===== src/rtl/disp_pkg.sv =====
// ============================================================================
// disp_pkg : shared types and segment table for the display scheduler
// Rev 1.0  : initial release
// ============================================================================
`default_nettype none

package disp_pkg;

  typedef enum logic [0:0] {
    LIVE = 1'b0,
    HOLD = 1'b1
  } disp_state_t;

  typedef struct packed {
    logic [7:0]  addr;
    logic [15:0] data;
  } disp_ev_t;

  // Active-low {g,f,e,d,c,b,a} patterns, entry 15 first down to entry 0.
  localparam logic [15:0][6:0] SEG_LUT = {
    7'h0E, 7'h06, 7'h21, 7'h46, 7'h03, 7'h08, 7'h10, 7'h00,
    7'h78, 7'h02, 7'h12, 7'h19, 7'h30, 7'h24, 7'h79, 7'h40
  };

  localparam logic [6:0] SEG_BLANK = 7'h7F;

endpackage

`default_nettype wire


===== src/rtl/disp_sched_if.sv =====
// ============================================================================
// disp_sched_if : CPU/board-side bundle for the display scheduler
// Rev 1.0       : initial release
// ============================================================================
`default_nettype none

interface disp_sched_if;

  logic        ev_valid;
  logic [7:0]  ev_addr;
  logic [15:0] ev_data;
  logic        show;
  logic [31:0] rdata;
  logic [7:0]  pclow;
  logic [4:0]  state;
  logic [6:0]  seg;
  logic [7:0]  an;
  logic        busy;
  logic        ev_drop;

  modport master (
    output ev_valid, ev_addr, ev_data, show, rdata, pclow, state,
    input  seg, an, busy, ev_drop
  );

  modport slave (
    input  ev_valid, ev_addr, ev_data, show, rdata, pclow, state,
    output seg, an, busy, ev_drop
  );

endinterface

`default_nettype wire


===== src/rtl/disp_sched_seg7_hex.sv =====
// ============================================================================
// seg7_hex : combinational hex nibble to active-low seven-segment decoder
// Rev 1.0  : initial release
// ============================================================================
`default_nettype none

module seg7_hex
  import disp_pkg::*;
(
  input  logic [3:0] nib,
  output logic [6:0] seg
);

  assign seg = SEG_LUT[nib];

endmodule

`default_nettype wire


===== src/rtl/disp_sched.sv =====
// ============================================================================
// disp_sched : 8-digit display scheduler, live CPU view pre-empted by
//              memory-write events held for HOLD_FRAMES scan frames.
//              Optional: DISP_BLANK_EN blanks leading zeros in the live view.
// Rev 1.0    : initial release
// ============================================================================
`default_nettype none

module disp_sched
  import disp_pkg::*;
#(
  parameter int unsigned SCAN_DIV    = 262144,
  parameter int unsigned HOLD_FRAMES = 64
) (
  input  logic           clk,
  input  logic           reset,
  disp_sched_if.slave    bus
);

  localparam int PRE_W  = $clog2(SCAN_DIV);
  localparam int HOLD_W = $clog2(HOLD_FRAMES + 1);

  localparam logic [PRE_W-1:0]  PRE_LAST  = PRE_W'(SCAN_DIV - 1);
  localparam logic [HOLD_W-1:0] HOLD_INIT = HOLD_W'(HOLD_FRAMES);
  localparam logic [HOLD_W-1:0] HOLD_ONE  = HOLD_W'(1);

  localparam logic [0:0] S_LIVE = LIVE;
  localparam logic [0:0] S_HOLD = HOLD;

  logic [PRE_W-1:0]  pre_q, pre_d;
  logic [2:0]        dig_q, dig_d;
  logic [6:0]        seg_q, seg_d;
  logic [7:0]        an_q, an_d;
  logic [0:0]        fsm_q, fsm_d;
  logic [HOLD_W-1:0] hold_q, hold_d;
  disp_ev_t          cur_q, cur_d;
  disp_ev_t          pend_q, pend_d;
  logic              pend_v_q, pend_v_d;
  logic              drop_q, drop_d;

  logic              tick;
  logic              frame_end;
  logic              expiry;
  logic [31:0]       word;
  logic [3:0]        nib;
  logic [6:0]        hex_seg;
  logic              blank;
  disp_ev_t          ev_in;

  assign tick      = (pre_q == PRE_LAST);
  assign frame_end = tick && (dig_q == 3'd7);
  assign expiry    = frame_end && (hold_q == HOLD_ONE);
  assign ev_in     = '{addr: bus.ev_addr, data: bus.ev_data};

  always_comb begin
    word = 32'h0;
    if (fsm_q == S_HOLD) begin
      word = {8'hEE, cur_q.addr, cur_q.data};
    end else if (bus.show) begin
      word = bus.rdata;
    end else begin
      word = {16'h0, bus.pclow, 3'b000, bus.state};
    end
  end

  assign nib = word[{dig_q, 2'b00} +: 4];

  seg7_hex u_hex (
    .nib (nib),
    .seg (hex_seg)
  );

`ifdef DISP_BLANK_EN
  // Blank when this digit and everything above it is zero; digit 0 always shows.
  assign blank = (fsm_q == S_LIVE) && (dig_q != 3'd0) &&
                 ((word >> {dig_q, 2'b00}) == 32'h0);
`else
  assign blank = 1'b0;
`endif

  always_comb begin
    pre_d = tick ? '0 : pre_q + PRE_W'(1);
    dig_d = dig_q;
    seg_d = seg_q;
    an_d  = an_q;
    if (tick) begin
      dig_d = dig_q + 3'd1;
      an_d  = blank ? 8'hFF : ~(8'h01 << dig_q);
      seg_d = blank ? SEG_BLANK : hex_seg;
    end
  end

  always_comb begin
    fsm_d    = fsm_q;
    hold_d   = hold_q;
    cur_d    = cur_q;
    pend_d   = pend_q;
    pend_v_d = pend_v_q;
    drop_d   = 1'b0;
    if (fsm_q == S_LIVE) begin
      if (bus.ev_valid) begin
        cur_d  = ev_in;
        hold_d = HOLD_INIT;
        fsm_d  = S_HOLD;
      end
    end else if (expiry) begin
      // An event arriving on the expiry edge is never dropped: it either
      // becomes current or refills the slot just vacated by the pending one.
      hold_d   = HOLD_INIT;
      pend_v_d = 1'b0;
      if (pend_v_q) begin
        cur_d = pend_q;
        if (bus.ev_valid) begin
          pend_d   = ev_in;
          pend_v_d = 1'b1;
        end
      end else if (bus.ev_valid) begin
        cur_d = ev_in;
      end else begin
        fsm_d = S_LIVE;
      end
    end else begin
      if (frame_end) begin
        hold_d = hold_q - HOLD_ONE;
      end
      if (bus.ev_valid) begin
        pend_d   = ev_in;
        pend_v_d = 1'b1;
        drop_d   = pend_v_q;
      end
    end
  end

  always_ff @(posedge clk or posedge reset) begin
    if (reset) begin
      pre_q    <= '0;
      dig_q    <= 3'd0;
      seg_q    <= SEG_BLANK;
      an_q     <= 8'hFF;
      fsm_q    <= S_LIVE;
      hold_q   <= '0;
      cur_q    <= '0;
      pend_q   <= '0;
      pend_v_q <= 1'b0;
      drop_q   <= 1'b0;
    end else begin
      pre_q    <= pre_d;
      dig_q    <= dig_d;
      seg_q    <= seg_d;
      an_q     <= an_d;
      fsm_q    <= fsm_d;
      hold_q   <= hold_d;
      cur_q    <= cur_d;
      pend_q   <= pend_d;
      pend_v_q <= pend_v_d;
      drop_q   <= drop_d;
    end
  end

  assign bus.seg     = seg_q;
  assign bus.an      = an_q;
  assign bus.busy    = (fsm_q == S_HOLD);
  assign bus.ev_drop = drop_q;

endmodule

`default_nettype wire


===== src/flat_wrapper.sv =====
// flat-port wrapper written by rule: the top's interface ports become plain ports
module disp_sched_flat import disp_pkg::*;
#(
  parameter int unsigned SCAN_DIV    = 262144,
  parameter int unsigned HOLD_FRAMES = 64
)
  (clk, reset, bus_ev_valid, bus_ev_addr, bus_ev_data, bus_show, bus_rdata, bus_pclow, bus_state, bus_seg, bus_an, bus_busy, bus_ev_drop);
  disp_sched_if bus_i ();
  input  logic clk;
  input  logic reset;
  input wire logic [$bits(bus_i.ev_valid)-1:0] bus_ev_valid;
  input wire logic [$bits(bus_i.ev_addr)-1:0] bus_ev_addr;
  input wire logic [$bits(bus_i.ev_data)-1:0] bus_ev_data;
  input wire logic [$bits(bus_i.show)-1:0] bus_show;
  input wire logic [$bits(bus_i.rdata)-1:0] bus_rdata;
  input wire logic [$bits(bus_i.pclow)-1:0] bus_pclow;
  input wire logic [$bits(bus_i.state)-1:0] bus_state;
  output wire logic [$bits(bus_i.seg)-1:0] bus_seg;
  output wire logic [$bits(bus_i.an)-1:0] bus_an;
  output wire logic [$bits(bus_i.busy)-1:0] bus_busy;
  output wire logic [$bits(bus_i.ev_drop)-1:0] bus_ev_drop;
  assign bus_i.ev_valid = bus_ev_valid;
  assign bus_i.ev_addr = bus_ev_addr;
  assign bus_i.ev_data = bus_ev_data;
  assign bus_i.show = bus_show;
  assign bus_i.rdata = bus_rdata;
  assign bus_i.pclow = bus_pclow;
  assign bus_i.state = bus_state;
  assign bus_seg = bus_i.seg;
  assign bus_an = bus_i.an;
  assign bus_busy = bus_i.busy;
  assign bus_ev_drop = bus_i.ev_drop;
  disp_sched #(.SCAN_DIV(SCAN_DIV), .HOLD_FRAMES(HOLD_FRAMES)) u_core (.clk(clk), .reset(reset), .bus(bus_i));
endmodule

===== config.mk =====
export PLATFORM = sky130hd
export DESIGN_NAME = disp_sched_flat
export DESIGN_NICKNAME = d
export VERILOG_FILES = /design/src/rtl/disp_pkg.sv /design/src/rtl/disp_sched_if.sv /design/src/rtl/disp_sched_seg7_hex.sv /design/src/rtl/disp_sched.sv /design/src/flat_wrapper.sv
export SDC_FILE = /design/constraint.sdc
export NUM_CORES = 1
export LEC_CHECK = 0
export CAP_MARGIN = 20
export CORE_ASPECT_RATIO = 0.5
export CORE_MARGIN = 2
export CORE_UTILIZATION = 30
export DETAILED_ROUTE_END_ITERATION = 8
export HOLD_SLACK_MARGIN = 0.05
export PLACE_DENSITY = 0.53
export SLEW_MARGIN = 20
export SYNTH_ARGS = -nofsm -noshare
export SYNTH_HDL_FRONTEND = slang
export SYNTH_HIERARCHICAL = 1
export SYNTH_SLANG_ARGS = --single-unit
export TNS_END_PERCENT = 50

===== constraint.sdc =====
create_clock -name clk -period 8.9 [get_ports clk]
set_input_delay 1.78 -clock clk [delete_from_list [all_inputs] [get_ports clk]]
set_output_delay 1.78 -clock clk [all_outputs]
set_load 0.05 [all_outputs]

==> results.yml, run 1 <==
drt:
  antenna_left: 0
  wl_per_cell_um: 17.33
  wirelength_mm: 13.33
  vias: 3863
  dr.pass1.iters: 4
  vias_per_cell: 5.023
  drc: 0
  drt_iter0_drc: 212
clocking:
  clk_pin_slew_ns: 0.07
  cts-root-buf: "clkbuf_16"
  clkLatencyLatePin_ns: 0.35
  cts_htree_levels: 3
  ctsLongestPathBuffers: 2
  cts_hold_buf: 0
  cts_tree: "built"
  post_cts_buffers: 0
  cts_made_buffers: 9
  cts_resized: 0
  cts_sinks: 94
pwr:
  p_sw_frac: 0.2396
  power_frac_comb: 0.112
  power_leakage_nw: 2.614
  power_frac_seq: 0.482
  peakVddDrop_mv: 0.09610
  clockPowerShare: 0.405
  power.density_mw_per_mm2: 141.9
  switchingPower_uw: 226.0
  p_int_uw: 717.0
floorplan:
  core-area_mm2: 0.01731
  ioPinCount: 90
  design.die.area_mm2: 0.01879
  start_util: 0.3058
  row_count: 34
  die_width_um: 191.9
  die_h_um: 97.94
worst_setup_path:
  cp-start-kind: "primary input"
  crit_path_end_kind: "flip-flop"
  cp.depth: 9
  crit_slowest_cell: "clkdlybuf4s50_1"
  cp_max_fo: 14
  crit_start: "bus_show"
  path_cells: "clkdlybuf4s50_1 > nor2b_1 > a221oi_1 > a311oi_1 > inv_1 > ha_1 > inv_1 > mux4_1 > mux2_2"
  worst_path_most_repeated_cell: "inv_1"
  criticalPathCategory: "in2reg"
  arrival_ns: 5.53
  rrSetupSlack_ns: 4.95
  crit_buf_inv: 3
  r2r_end: "u_core/bus.seg[3]"
  cp_top_family: "buffers and inverters"
  rr_startpoint: "u_core/bus.busy"
  crit_end: "u_core/bus.seg[3]"
  cp.required_ns: 9.16
  worst_path_largest_cell_delay_ns: 0.90
  ff2ff_path_depth: 9
synth:
  synth-simple-area-share: 0.1011
  ys_seq_elements: 94
  synth_compound_area_frac: 0.1890
  syn_nets: 540
  yosysWarnings: 6
  synthAdderAreaFrac: 0.03781
  synth_edf_count: 0
  synth_top_family_by_area: "compound AO/OA/AOI/OAI gates"
  synth_cells: 451
  syn_avg_cell_area_um2: 11.74
  ys_seq_area_frac: 0.4478
  synth-xor-area-share: 0.02150
  yosys.cell_types.count: 63
  syn_area_mm2: 0.005295
  yosys_most_used_dff: "dfrtp_1"
  synthMuxAreaShare: 0.1569
  async_reset_ff_frac: 1.000
grt:
  grt_pass1_wl_mm: 22.03
  grt_pass1_vias: 4062
  grt_max_degree: 52
  track_usage: 0.1487
  antenna_found_initial: 0
  grt_overflow: 0
sta:
  setup_viol: 0
  post-route-period-util: 0.5915
  fin_tns_setup_ns: 0
  rsz0062_at_grt: "no"
  period_needed_ns: 5.264
  max_freq_ghz: 0.1900
  finalHoldViolCount: 0
  finalMaxSlewViolations: 0
  clock_skew_ns: 0.01555
  slew_headroom: 0.3965
  worst_pin_slew_ns: 0.8992
flow_run:
  cap_violations: 0
finish:
  final_cells: 769
  drive_above_1_share: 0.2299
  fin_nets: 619
  n_antenna_cell: 0
  areaGrowthSynthToFinish_pct: 25.50
worst_hold_path:
  hold_depth: 1
  hold_class: "reg2reg"
placement:
  gp_congestion: 0.7917
  dpl.hpwl_mm: 9.550
  dp.cells: 753
  io_buffers: 89
status:
  status: "finished, final reports clean"
==> synth_stat cells (all sizes together), types with 14 or more instances <==
| cell type | n | area (um2) |
|---|---|---|
| a2bb2oi | 24 | 335.3 |
| dfstp | 15 | 394.1 |
| ha | 16 | 200.2 |
| nor2 | 20 | 75.07 |
| mux2 | 43 | 484.2 |
| dfrtp | 79 | 1977 |
| nand2 | 27 | 101.4 |
| o22ai | 27 | 168.9 |
| mux2i | 14 | 140.1 |
| buf | 14 | 118.9 |
| a21oi | 20 | 100.1 |
==> layer usage <==
layer  up-vias  global-route usage  wire length, um
li1       1868                   -                -
met1      1942              0.2075             6590
met2        49              0.2399             6350
met3         4             0.02983              324
met4         0             0.03077               62
met5         -                   0                0
==> how the worst min path moves through the flow <==
stage,from,endpoint,slack (ns)
after floorplan,u_core/pre_q[17],u_core/pre_q[17],0.46
after global placement,u_core/pre_q[16],u_core/pre_q[16],0.48
after detailed placement,u_core/pre_q[16],u_core/pre_q[16],0.48
after CTS,u_core/pre_q[16],u_core/pre_q[16],0.49
after global routing,u_core/pre_q[16],u_core/pre_q[16],0.51
final,u_core/pre_q[16],u_core/pre_q[16],0.49
==> metrics by stage <==
stage | hold slack [ns] | setup WS [ns] | cell area, um2 | power (mW) | utilization
2_1_floorplan | 0.4597 | 4.343 | 5295 | 0.5194 | -
3_3_place_gp | 0.4780 | 3.449 | 6350 | 0.5675 | 0.3667
3_5_place_dp | 0.4800 | 3.315 | 6350 | 0.5696 | 0.3667
4_1_cts | 0.4949 | 3.674 | 6645 | 0.9613 | 0.3838
5_1_grt | 0.5117 | 3.429 | 6645 | 0.9862 | 0.3838
6_report | 0.4896 | 3.636 | 6645 | 0.9429 | 0.3838
==> worst reg2reg max path, stage by stage, from the launching register on <==
cell	delay, ns
dfrtp_1	0.94
inv_1	0.47
mux4_2	0.33
nor3_1	0.04
a311oi_1	0.71
inv_1	0.25
ha_1	0.36
inv_1	0.05
mux4_1	0.47
mux2_2	0.27
==> area by class of cell <==
cell class | instances | area [um2]
clock buffers | 11 | 252.7
clock inverters | 5 | 42.54
fillers | 1679 | 10670
inverters | 12 | 47.55
multi-input cells | 317 | 2695
flip-flops and latches | 94 | 2371
well taps | 234 | 292.8
repair buffers | 96 | 943.4
==> cells in the final DEF (no fill, tap or decap), types with 3 or more instances in the layout <==
cell / count
nand2b_1: 4
nand2_1: 27
buf_4: 7
xnor2_1: 8
or3_1: 4
a211oi_1: 3
dfrtp_1: 79
clkbuf_16: 9
mux2_2: 43
a2bb2oi_2: 20
inv_1: 9
and2_0: 3
a21oi_1: 20
a2bb2oi_1: 4
mux4_2: 8
ha_1: 16
nor3_1: 8
nand3_1: 9
clkinv_4: 3
nor2_1: 20
a211o_1: 3
o31a_1: 3
nand4_1: 5
o31ai_1: 3
dfstp_2: 15
clkdlybuf4s50_1: 89
o21ai_0: 8
xor2_1: 5
mux2i_1: 14
o22ai_1: 27
a22oi_1: 3
a31oi_1: 9
nor4_1: 3
==> registers in the layout (all words and copies together) (netlist names) <==
register / cells
u_core/cur_q: 24
u_core/bus.busy: 1
u_core/hold_q: 7
u_core/pre_q: 18
u_core/bus.seg: 7
u_core/bus.ev_drop: 1
u_core/pend_v_q: 1
u_core/bus.an: 8
u_core/dig_q: 3
u_core/pend_q: 24
==> cells by family (layout without fill, tap and decap cells) <==
logic type                 Yosys count  in the layout
buffers and inverters               40            124
AOI/OAI and AO/OA                  120            120
DFF                                 94             94
adders and majority gates           16             16
xor gates and xnor gates            13             13
and+or+nand+nor                    102            102
muxes                               66             66
==> power by group through the flow <==
stage          clock network (mW)  logic (mW)  registers (mW)
2_1_floorplan                   0      0.0593           0.460
3_3_place_gp                    0       0.106           0.462
3_5_place_dp                    0       0.107           0.463
4_1_cts                     0.399       0.108           0.455
5_1_grt                     0.414       0.115           0.457
6_report                    0.382       0.106           0.455
(Power assumes the default switching activity.)
==> inputs of run 2 (changes only) <==
- PLACE_DENSITY: 0.53 -> 0.55
- clock period: 8.9 -> 4.7 ns (I/O delays scaled with it)
==> run 2 against run 1 <==
  * Via count is 2.9% higher
  * Worst setup slack worse by 2.8 ns
  * Total power is 99% higher
  * Largest cell class unchanged
==> results.yml, run 2 (synthesized netlist as in run 1, its figures left out) <==
worst_setup_path:
  worst_path_most_repeated_cell: "inv_1"
  cp_top_family: "buffers and inverters"
  ff2ff_path_depth: 10
  r2r_end: "u_core/bus.seg[0]"
  crit_buf_inv: 4
  crit_path_end_kind: "flip-flop"
  rrSetupSlack_ns: 1.70
  cp-start-kind: "primary input"
  criticalPathCategory: "in2reg"
  cp.required_ns: 4.97
  crit_slowest_cell: "clkdlybuf4s50_1"
  rr_startpoint: "u_core/dig_q[0]"
  path_cells: "clkdlybuf4s50_1 > buf_4 > nor2b_1 > a22oi_1 > a211oi_1 > o31a_1 > inv_1 > ha_1 > inv_1 > mux4_1 > mux2_2"
  cp_max_fo: 8
  worst_path_largest_cell_delay_ns: 0.66
  arrival_ns: 4.18
sta:
  finalHoldViolCount: 0
  fin_tns_setup_ns: 0
  clock_skew_ns: 0.01009
  rsz0062_at_grt: "no"
  slew_headroom: 0.3966
  period_needed_ns: 3.912
  finalMaxSlewViolations: 0
  post-route-period-util: 0.8323
  worst_pin_slew_ns: 0.9030
  max_freq_ghz: 0.2556
  setup_viol: 0
grt:
  track_usage: 0.1469
  antenna_found_initial: 0
  grt_overflow: 0
  grt_pass1_vias: 4097
  grt_max_degree: 68
  grt_pass1_wl_mm: 21.84
clocking:
  cts_sinks: 94
  cts_made_buffers: 9
  post_cts_buffers: 0
  cts_resized: 0
  clkLatencyLatePin_ns: 0.34
  cts_hold_buf: 0
  ctsLongestPathBuffers: 2
  cts-root-buf: "clkbuf_16"
  cts_tree: "built"
  clk_pin_slew_ns: 0.07
  cts_htree_levels: 3
placement:
  gp_congestion: 0.8025
  io_buffers: 89
  dpl.hpwl_mm: 9.734
floorplan:
  row_count: 34
  die_width_um: 191.9
  die_h_um: 97.94
  design.die.area_mm2: 0.01879
  ioPinCount: 90
  start_util: 0.3058
  core-area_mm2: 0.01731
worst_hold_path:
  worstHoldEndpoint: "u_core/pre_q[16]"
  hold_class: "reg2reg"
  min_from: "u_core/pre_q[16]"
  hold_depth: 1
drt:
  antenna_left: 0
  drt_iter0_drc: 247
  drc: 0
  dr.pass1.iters: 4
  vias_per_cell: 5.129
  wirelength_mm: 13.40
  vias: 3975
  wl_per_cell_um: 17.29
status:
  status: "finished, final reports clean"
finish:
  fin_util: 0.3886
  final.fill_count: 1652
  layout_commonest_cell: "clkdlybuf4s50_1"
  seq_area_mm2: 0.002371
  n_antenna_cell: 0
  drive_above_1_share: 0.2384
  fin_nets: 625
  reg_top3: "u_core/cur_q: 24 flops, u_core/pend_q: 24 flops, u_core/pre_q: 18 flops"
  layout_common_cells: "89 x clkdlybuf4s50_1, 79 x dfrtp_1, 43 x mux2_2"
  multi_input_area_mm2: 0.002695
  areaGrowthSynthToFinish_pct: 27.06
flow_run:
  cap_violations: 0
pwr:
  peakVddDrop_mv: 0.1812
  power.density_mw_per_mm2: 278.4
  power_leakage_nw: 2.659
## run 2: cell types whose count changed in the layout (fill, tap and decap cells not counted), sizes merged
cell and delta:
buf +6, clkinv -1, clkbuf -1, bufinv +2
## run 2: per-stage QoR
step	setup WS (ns)	hold slack, ns	area, um2	cells	total power, mW
final	0.7883	0.5001	6728	775	1.873
after global routing	0.5623	0.5201	6728	775	1.952
after CTS	0.7705	0.5030	6728	775	1.904
after detailed placement	0.4039	0.4896	6395	759	1.081
after global placement	0.5471	0.4814	6395	759	1.077
after floorplan	0.9827	0.4597	5295	451	0.9836
## run 2: worst max path at each step
| stage | start | to | depth (start not counted) |
|---|---|---|---|
| after floorplan | bus_show | u_core/bus.seg[3] | 10 |
| after global placement | bus_show | u_core/bus.seg[3] | 11 |
| after detailed placement | bus_show | u_core/bus.seg[3] | 12 |
| after CTS | bus_show | u_core/bus.seg[3] | 12 |
| after global routing | bus_show | u_core/bus.seg[3] | 11 |
| final | bus_show | u_core/bus.seg[3] | 11 |
## run 2: area by class of cell
cell class / instances / share of cell area
clock buffers: 10 / 0.03552
clock inverters: 6 / 0.01395
inverters: 12 / 0.007067
multi-input cells: 317 / 0.4006
flip-flops and latches: 94 / 0.3524
well taps: 234 / 0.04352
repair buffers: 102 / 0.1469
## run 2: where the power goes
| group | internal [mW] | switching (mW) | total [mW] |
|---|---|---|---|
| clock | 0.485 | 0.324 | 0.809 |
| combinational | 0.125 | 0.0784 | 0.203 |
| sequential | 0.841 | 0.0199 | 0.861 |
## run 2: per-layer routing
layer	GRT usage	vias up	part of all wire
met5	0	-	0
met4	0.03373	0	0.011
met3	0.02840	13	0.028
met2	0.2394	44	0.48
met1	0.2023	2032	0.48
li1	-	1886	-
==> inputs of run 3 (changes only) <==
- clock period: 4.7 -> 3.4 ns (I/O delays scaled with it)
==> run 3 against run 2 <==
  * Final cell count grew 2.6%
  * Clock-buffer cell count grew 1
  * Wire length grew 0.39%
  * Critical path depth is the same
  * Combinational power grew 44%
  * Sequential share of layout area shrank 0.78 points
  * Clock power grew 35%
  * Highest routed layer unchanged
==> results.yml, run 3 (synthesized netlist as in run 1, its figures left out) <==
placement:
  pre_cts_ws_ns: -0.3667
  dp.cells: 779
  dpl.hpwl_mm: 9.892
  gp_congestion: 0.7886
  io_buffers: 89
drt:
  antenna_left: 0
  dr.pass1.iters: 5
  wirelength_mm: 13.45
  drc: 0
  drt_iter0_drc: 155
  vias_per_cell: 5.035
  vias: 4003
  wl_per_cell_um: 16.92
clocking:
  cts_htree_levels: 3
  cts_tree: "built"
  clkLatencyLatePin_ns: 0.34
  post_cts_buffers: 0
  cts-root-buf: "clkbuf_16"
  cts_hold_buf: 0
  cts_resized: 1
  ctsLongestPathBuffers: 2
  cts_sinks: 94
  cts_made_buffers: 9
  clk_pin_slew_ns: 0.06
floorplan:
  die_h_um: 97.94
  die_width_um: 191.9
  core-area_mm2: 0.01731
  design.die.area_mm2: 0.01879
  row_count: 34
  start_util: 0.3058
  ioPinCount: 90
grt:
  grt_pass1_wl_mm: 22.02
  track_usage: 0.1494
  grt_pass1_vias: 4081
  grt_max_degree: 56
  antenna_found_initial: 0
  grt_overflow: 0
finish:
  fin_nets: 645
  layout_common_cells: "88 x clkdlybuf4s50_1, 79 x dfrtp_1, 43 x mux2_2"
  areaGrowthSynthToFinish_pct: 29.91
  n_antenna_cell: 0
  final.fill_count: 1668
  layout_commonest_cell: "clkdlybuf4s50_1"
  drive_above_1_share: 0.2638
  reg_top3: "u_core/cur_q: 24 flops, u_core/pend_q: 24 flops, u_core/pre_q: 18 flops"
  final_cells: 795
sta:
  period_needed_ns: 3.198
  post-route-period-util: 0.9405
  clock_skew_ns: 0.01137
  setup_ws_ns: 0.2023
  slew_headroom: 0.5136
  finalMaxSlewViolations: 0
  holdWs_ns: 0.4951
  finalHoldViolCount: 0
  rsz0062_at_grt: "no"
  max_freq_ghz: 0.3127
  setup_viol: 0
  worst_pin_slew_ns: 0.7295
worst_setup_path:
  cp_top_family: "multiplexers"
  crit_buf_inv: 2
  criticalPathCategory: "in2reg"
  cp.required_ns: 3.69
  worst_path_largest_cell_delay_ns: 0.47
  crit_slowest_cell: "clkdlybuf4s50_1"
  path_cells: "clkdlybuf4s50_1 > mux2_2 > mux4_2 > and2_0 > o31a_1 > inv_1 > ha_1 > and2b_2 > or3b_1 > o21ai_0 > mux2_2"
  cp-start-kind: "primary input"
  arrival_ns: 3.48
  cp_max_fo: 5
  crit_path_end_kind: "flip-flop"
  worst_path_most_repeated_cell: "mux2_2"
pwr:
  power_leakage_nw: 2.752
  peakVddDrop_mv: 0.2664
  power.density_mw_per_mm2: 373.4
flow_run:
  cap_violations: 0
status:
  status: "finished, final reports clean"
worst_hold_path:
  hold_class: "reg2reg"
run 3: worst paths after layout:
| path | slack, ns | startpoint | to | cells past startpoint |
|---|---|---|---|---|
| min reg2reg | 0.50 | u_core/pre_q[17] | u_core/pre_q[17] | 1 |
| min | 0.50 | u_core/pre_q[17] | u_core/pre_q[17] | 1 |
| min in group asynchronous | 0.81 | reset | u_core/hold_q[6] | 2 |
| max in group asynchronous | 1.94 | reset | u_core/bus.an[1] | 3 |
| max reg2reg | 0.42 | u_core/dig_q[0] | u_core/bus.seg[3] | 10 |
| max | 0.20 | bus_pclow[5] | u_core/bus.seg[0] | 11 |
run 3: area by class of cell:
class / count / area, um2 / share of cell area
Clock buffer: 11 / 232.7 / 0.03383
Clock inverter: 5 / 83.83 / 0.01219
Inverter: 12 / 47.55 / 0.006912
Multi-Input combinational cell: 317 / 2701 / 0.3927
Sequential cell: 94 / 2371 / 0.3447
Tap cell: 234 / 292.8 / 0.04256
Timing Repair Buffer: 122 / 1150 / 0.1672
run 3: metal layers:
| metal | up-vias | routed length (um) | track usage |
|---|---|---|---|
| met3 | 9 | 291 | 0.02948 |
| met2 | 34 | 6314 | 0.2408 |
| li1 | 1916 | - | - |
| met4 | 0 | 112 | 0.02722 |
| met5 | - | 0 | 0 |
| met1 | 2044 | 6737 | 0.2102 |
run 3: report_power, final:
group | internal (mW) | switching (mW) | total [mW]
Combinational | 0.183 | 0.109 | 0.292
Sequential | 1.16 | 0.0280 | 1.19
Clock | 0.647 | 0.439 | 1.09
run 3: through the flow:
stage	instance area [um2]	util	TNS (ns)	total power [mW]
6_report	6879	0.3973	0	2.569
5_1_grt	6879	0.3973	0	2.681
3_5_place_dp	6564	0.3791	-1.889	1.507
3_3_place_gp	6564	0.3791	-1.629	1.503
4_1_cts	6879	0.3973	0	2.604
2_1_floorplan	5301	-	-0.04426	1.360
run 3: worst register-to-register path: stages, from the launching register on:
cell	delay, ns
dfrtp_1	0.64
buf_4	0.24
nand2b_1	0.15
o22ai_1	0.08
a211oi_1	0.33
o31a_1	0.28
inv_1	0.11
ha_1	0.29
inv_1	0.04
mux4_1	0.47
mux2_2	0.27
